--- src/rtl/cmd_frame_controller.sv ---
// Command/response controller for the 16-bit serial host link.
// Each received frame is {opcode, argument}. The frame updates the control
// registers and returns one response word from the selected readback channel.
module cmd_frame_controller #(
    parameter int unsigned    DW         = 16,
    parameter int unsigned    NCH        = 8,
    parameter int unsigned    ADDRW      = 8,
    parameter int unsigned    RD_LAT     = 2,
    parameter int unsigned    ADDR_OP_LO = 5,
    parameter int unsigned    ADDR_OP_HI = 7,
    parameter int unsigned    NOPS       = 9,
    parameter logic [DW-1:0]  ACK        = DW'(16'h002B)
) (
    input  logic                Clock,
    input  logic                Reset,
    input  logic                RXDV,
    input  logic [DW-1:0]       RX,
    input  logic [NCH*DW-1:0]   ChData,
    output logic                TXDV,
    output logic [DW-1:0]       TX,
    output logic [DW/2-1:0]     Mode,
    output logic [DW-1:0]       Uupr,
    output logic [DW-1:0]       D,
    output logic [ADDRW-1:0]    AddrRAM,
    output logic                RAMRdEn,
    output logic [7:0]          ErrCnt
);

    localparam int unsigned OPW = DW / 2;

    // RXDV synchroniser and edge detector
    logic           s1;
    logic           s2;
    logic           prev;
    logic           frame_evt;

    // Captured frame, valid on the cycle after the frame event
    logic [DW-1:0]  frame_q;
    logic           frame_v;
    logic [OPW-1:0] op;
    logic [OPW-1:0] arg;

    // Pair-sequencing state
    logic [OPW-1:0] half_u;
    logic [OPW-1:0] half_d;
    logic           pend_u;
    logic           pend_d;

    // Decode results (next values for the control registers)
    logic [OPW-1:0]   mode_n;
    logic [DW-1:0]    uupr_n;
    logic [DW-1:0]    d_n;
    logic [ADDRW-1:0] addr_n;
    logic [OPW-1:0]   half_u_n;
    logic [OPW-1:0]   half_d_n;
    logic             pend_u_n;
    logic             pend_d_n;
    logic             err_inc;
    logic             op_illegal;
    logic             op_addr;

    // Response pipeline: opcode and valid delayed to match the RAM read latency
    logic [RD_LAT-1:0]          pipe_v;
    logic [RD_LAT-1:0][OPW-1:0] pipe_op;
    logic [DW-1:0]              resp_sel;

    assign frame_evt  = s2 & ~prev;
    assign op         = frame_q[DW-1:OPW];
    assign arg        = frame_q[OPW-1:0];
    assign op_illegal = (op >= OPW'(NOPS));
    assign op_addr    = (op >= OPW'(ADDR_OP_LO)) && (op <= OPW'(ADDR_OP_HI));

    // Synchronise RXDV and capture RX on its rising edge; flops preset to 1 so
    // a level already high at reset release is not taken as a frame
    always_ff @(posedge Clock) begin
        if (Reset) begin
            s1      <= 1'b1;
            s2      <= 1'b1;
            prev    <= 1'b1;
            frame_v <= 1'b0;
            frame_q <= '0;
        end else begin
            s1      <= RXDV;
            s2      <= s1;
            prev    <= s2;
            frame_v <= frame_evt;
            if (frame_evt) begin
                frame_q <= RX;
            end
        end
    end

    // Decode the captured frame into next register values
    always_comb begin
        mode_n   = Mode;
        uupr_n   = Uupr;
        d_n      = D;
        addr_n   = AddrRAM;
        half_u_n = half_u;
        half_d_n = half_d;
        pend_u_n = pend_u;
        pend_d_n = pend_d;
        err_inc  = 1'b0;
        if (frame_v) begin
            // Any frame breaks an open pair unless it is that pair's own opcode
            addr_n   = '0;
            pend_u_n = 1'b0;
            pend_d_n = 1'b0;
            if (op_illegal) begin
                uupr_n  = '0;
                d_n     = '0;
                err_inc = 1'b1;
            end else if (op == OPW'(0)) begin
                mode_n = arg;
            end else if (op == OPW'(1)) begin
                half_u_n = arg;
                pend_u_n = 1'b1;
            end else if (op == OPW'(2)) begin
                if (pend_u) begin
                    uupr_n = {half_u, arg};
                end else begin
                    err_inc = 1'b1;
                end
            end else if (op == OPW'(3)) begin
                half_d_n = arg;
                pend_d_n = 1'b1;
            end else if (op == OPW'(4)) begin
                if (pend_d) begin
                    d_n = {half_d, arg};
                end else begin
                    err_inc = 1'b1;
                end
            end else if (op_addr) begin
                addr_n = arg[ADDRW-1:0];
            end
        end
    end

    // Control registers, pair state, RAM read strobe and error counter
    always_ff @(posedge Clock) begin
        if (Reset) begin
            Mode    <= '0;
            Uupr    <= '0;
            D       <= '0;
            AddrRAM <= '0;
            RAMRdEn <= 1'b0;
            ErrCnt  <= '0;
            half_u  <= '0;
            half_d  <= '0;
            pend_u  <= 1'b0;
            pend_d  <= 1'b0;
        end else begin
            Mode    <= mode_n;
            Uupr    <= uupr_n;
            D       <= d_n;
            AddrRAM <= addr_n;
            RAMRdEn <= frame_v;
            half_u  <= half_u_n;
            half_d  <= half_d_n;
            pend_u  <= pend_u_n;
            pend_d  <= pend_d_n;
            if (err_inc && (ErrCnt != 8'hFF)) begin
                ErrCnt <= ErrCnt + 8'd1;
            end
        end
    end

    // Shift opcode/valid through RD_LAT stages; one new entry per cycle
    always_ff @(posedge Clock) begin
        if (Reset) begin
            pipe_v  <= '0;
            pipe_op <= '0;
        end else begin
            pipe_v[0]  <= frame_v;
            pipe_op[0] <= op;
            for (int i = 1; i < int'(RD_LAT); i++) begin
                pipe_v[i]  <= pipe_v[i-1];
                pipe_op[i] <= pipe_op[i-1];
            end
        end
    end

    // Select the readback channel live at the response edge, ACK otherwise
    always_comb begin
        resp_sel = ACK;
        for (int k = 0; k < int'(NCH); k++) begin
            if (pipe_op[RD_LAT-1] == OPW'(k)) begin
                resp_sel = ChData[k*DW +: DW];
            end
        end
    end

    // Response register: TX holds its value between strobes
    always_ff @(posedge Clock) begin
        if (Reset) begin
            TXDV <= 1'b0;
            TX   <= '0;
        end else begin
            TXDV <= pipe_v[RD_LAT-1];
            if (pipe_v[RD_LAT-1]) begin
                TX <= resp_sel;
            end
        end
    end

endmodule

--- config.mk ---
export PLATFORM = sky130hd
export DESIGN_NAME = cmd_frame_controller
export DESIGN_NICKNAME = d
export VERILOG_FILES = /design/src/rtl/cmd_frame_controller.sv
export SDC_FILE = /design/constraint.sdc
export NUM_CORES = 1
export LEC_CHECK = 0
export ABC_AREA = 1
export BUFFER_PORTS_ARGS = -buffer_cell sky130_fd_sc_hd__buf_2
export CAP_MARGIN = 25
export CORE_MARGIN = 10
export CORE_UTILIZATION = 49
export DETAILED_ROUTE_END_ITERATION = 12
export PLACE_DENSITY = 0.77
export SETUP_SLACK_MARGIN = 0.4
export SYNTH_ARGS = -nofsm -noshare
export SYNTH_HDL_FRONTEND = slang
export SYNTH_SLANG_ARGS = --single-unit
--- constraint.sdc ---
create_clock -name Clock -period 2.2 [get_ports Clock]
set_input_delay 0.11 -clock Clock [delete_from_list [all_inputs] [get_ports Clock]]
set_output_delay 0.11 -clock Clock [all_outputs]
set_load 0.01 [all_outputs]
==> impl_metrics.ini <==
[outcome]
status = finished, final reports clean

[sta]
finalWorstPathRequiredPeriod_ps = 1760
fin_crit_sh = 0.800
drv_slew = 0
hold_violations = 0
worst_slew_pin_slew_ps = 741
setup_tns_ps = 0
fmax_ghz = 0.568
fin_worst_skew_ps = 5.48
holdWs_ps = 34.6
finalSetupViolCount = 0
slew_headroom = 0.505
rsz0062_at_grt = true

[synthesis]
ys_seq_area_frac = 0.447
synth_seq_cells = 129
ys_warn_count = 0
synth_area_sq_um = 5780
syn_inst = 800
syn-num-nets = 948
syn_avg_cell_area_sq_um = 7.23
ys_types = 38

[power_and_ir_drop]
p_leak_nw = 3.72
powerDensity_nw_per_um2 = 684
ir_drop_v = 0.000514

[critical_path]
end_kind = flop
cp.required_ps = 2470
worst_ep_arrival_time_ps = 2030
worstSetupStartpointType = flop
path_max_fanout = 8
critical_path_class = flop to flop

[floorplanning]
rows = 39
initial_core_util = 0.504
fp.dieH_microns = 129
fp.dieW_microns = 129
core_area_sq_um = 11500
die_area_sq_um = 16500
pin_count = 221

[clock_network]
root_buffer = clkbuf_16
cts_buffers = 17
clock_path_buffers = 2
clk-insertion-delay-late_ps = 410
cts_tree = done
htreeDepth = 4
clk_pin_slew_ps = 60
clkSinkCount = 129

[route]
route.detailed.drc = 0
wl_mm = 20.9
wl_per_cell_microns = 17.2
ant_nets = 0
first_pass_iters = 5
via_per_inst = 5.31
num_vias = 6455
drtIter0Drc = 493

[grt]
track_usage = 0.236
grt_pass1_vias = 6008
overflow = 0
grt_first_pass_wirelength_mm = 31.4
antenna_found_initial = 2
grt_max_degree = 45

[finish]
drive_gt1_frac = 0.320
seqCellArea_sq_um = 2590
final_nets = 1206
multi_input_area_sq_um = 2830
syn_to_final_growth_pct = 39.1
nFillCells = 957
fin_cells = 1216
fin_area_sq_um = 8040

[placement]
dp_hpwl_mm = 15.2
dp.cells = 1143
placed_cell_area_sq_um = 7010
gp_congestion = 0.911
portBuffers = 220

[hold_path]
hp-class = primary input to flop

[run]
drv_cap = 0
==> stage by stage <==
stage / power [mW] / worst slack (ps) / utilization
after floorplan: 2.65 / 466 / -
after global routing: 5.68 / 311 / 0.701
after detailed placement: 2.86 / 142 / 0.611
after global placement: 2.85 / 187 / 0.611
after CTS: 5.48 / 372 / 0.675
final: 5.50 / 440 / 0.701
==> routing by layer <==
metal | vias to the layer above | routed length [microns] | global-route usage
li1 | 3179 | - | -
met2 | 282 | 10500 | 0.407
met1 | 2954 | 8060 | 0.269
met4 | 0 | 558 | 0.0910
met5 | - | 0 | 0
met3 | 40 | 1800 | 0.0706
==> Yosys cell counts <==
cell      number  area share
a21boi_0       1      0.0013
o22a_1         8       0.012
nor2_2         2      0.0022
nand2_4        1      0.0019
nand2_1      170        0.11
inv_1         61       0.040
buf_4          3      0.0039
nor2_1        79       0.051
o21ai_0       32       0.028
and3_1         1      0.0011
or2_0          1      0.0011
nand2_2        1      0.0011
nor4_2         1      0.0022
a31oi_1        1      0.0011
xor2_1         3      0.0045
ha_1           1      0.0022
nand3_1       74       0.064
clkbuf_1      22       0.014
nor2_4         3      0.0058
nor3_1        18       0.016
o211ai_1       2      0.0026
buf_2          6      0.0052
a21oi_1      120        0.10
dfxtp_1      129        0.45
nand4_4        1      0.0037
inv_2          6      0.0039
or2_2          8      0.0087
buf_6          3      0.0058
buf_1          3      0.0019
o21ai_1        2      0.0017
a21oi_4        3      0.0084
clkinv_1       5      0.0032
xnor2_1        3      0.0045
nor4_4         1      0.0037
nor3_4         1      0.0028
nand4_1       21       0.023
o21ai_4        1      0.0028
nand4_2        2      0.0043
==> path summary, 6_finish.rpt <==
check / startpoint / end / slack (ps) / cells past startpoint
setup / recovery: pipe_op[15] / TX[13] / 440 / 10
hold / removal: ChData[117] / TX[5] / 30 / 5
setup reg to reg: pipe_op[15] / TX[13] / 440 / 10
hold reg to reg: pipe_op[6] / pipe_op[14] / 400 / 2
==> timing repair <==
action / in CTS / in global routing
hold buffers: 16 / 0
endpoints found under the setup margin: 16 / 67
cloned: 0 / 3
resized for setup: 6 / 36
hold endpoints to repair: 16 / 0
pin swaps: 0 / 10
setup buffers: 0 / 20
==> where the power goes <==
part           total (mW)  switching [mW]  internal [mW]
Clock                2.61           0.990           1.62
Sequential           2.39          0.0250           2.36
Combinational       0.507           0.280          0.227
Total                5.50            1.29           4.20
==> cells by family after synthesis <==
| group | share of synthesized area |
|---|---|
| buffers and inverters | 0.0779 |
| flip-flops | 0.447 |
| AND/OR/NAND/NOR | 0.303 |
| AO/OA/AOI/OAI | 0.162 |
| adder cells (fa/ha/maj) | 0.00216 |
| XOR/XNOR | 0.00909 |
==> flip-flops by register name, indices dropped and copies added (netlist names), 2 cells and up <==
signal	flops
pipe_op	16
half_d	8
Mode	8
TX	16
pipe_v	2
half_u	8
ErrCnt	8
Uupr	16
D	16
frame_q	16
AddrRAM	8
==> critical path, stage by stage (launching register included) <==
cell,delay [ps]
dfxtp_1,320
nor2_2,40
nand2_2,120
buf_4,140
inv_2,50
nand2_2,160
clkinvlp_4,220
a21oi_1,310
nand4_1,120
nand2_1,70
a21oi_1,50
==> final cells by class <==
class	instances	share of cell area
Inverter	72	0.0361
Clock buffer	24	0.0586
Antenna cell	2	0.000622
Timing Repair inverter	1	0.000933
Timing Repair Buffer	274	0.199
Multi-Input combinational cell	563	0.351
Tap cell	143	0.0222
Clock inverter	8	0.00980
Sequential cell	129	0.322
==> layout by cell type (no fill, tap or decap), drive strengths merged, types with 7 or more instances in the layout <==
cell type,n
clkbuf,24
dfxtp,129
clkinv,7
a21oi,123
o21ai,35
nor3,19
inv,67
dlygate4sd3,16
nand4,24
or2,9
buf,258
nand2,173
nand3,74
o22a,8
nor2,84
Power figures use the tool's default switching activity.
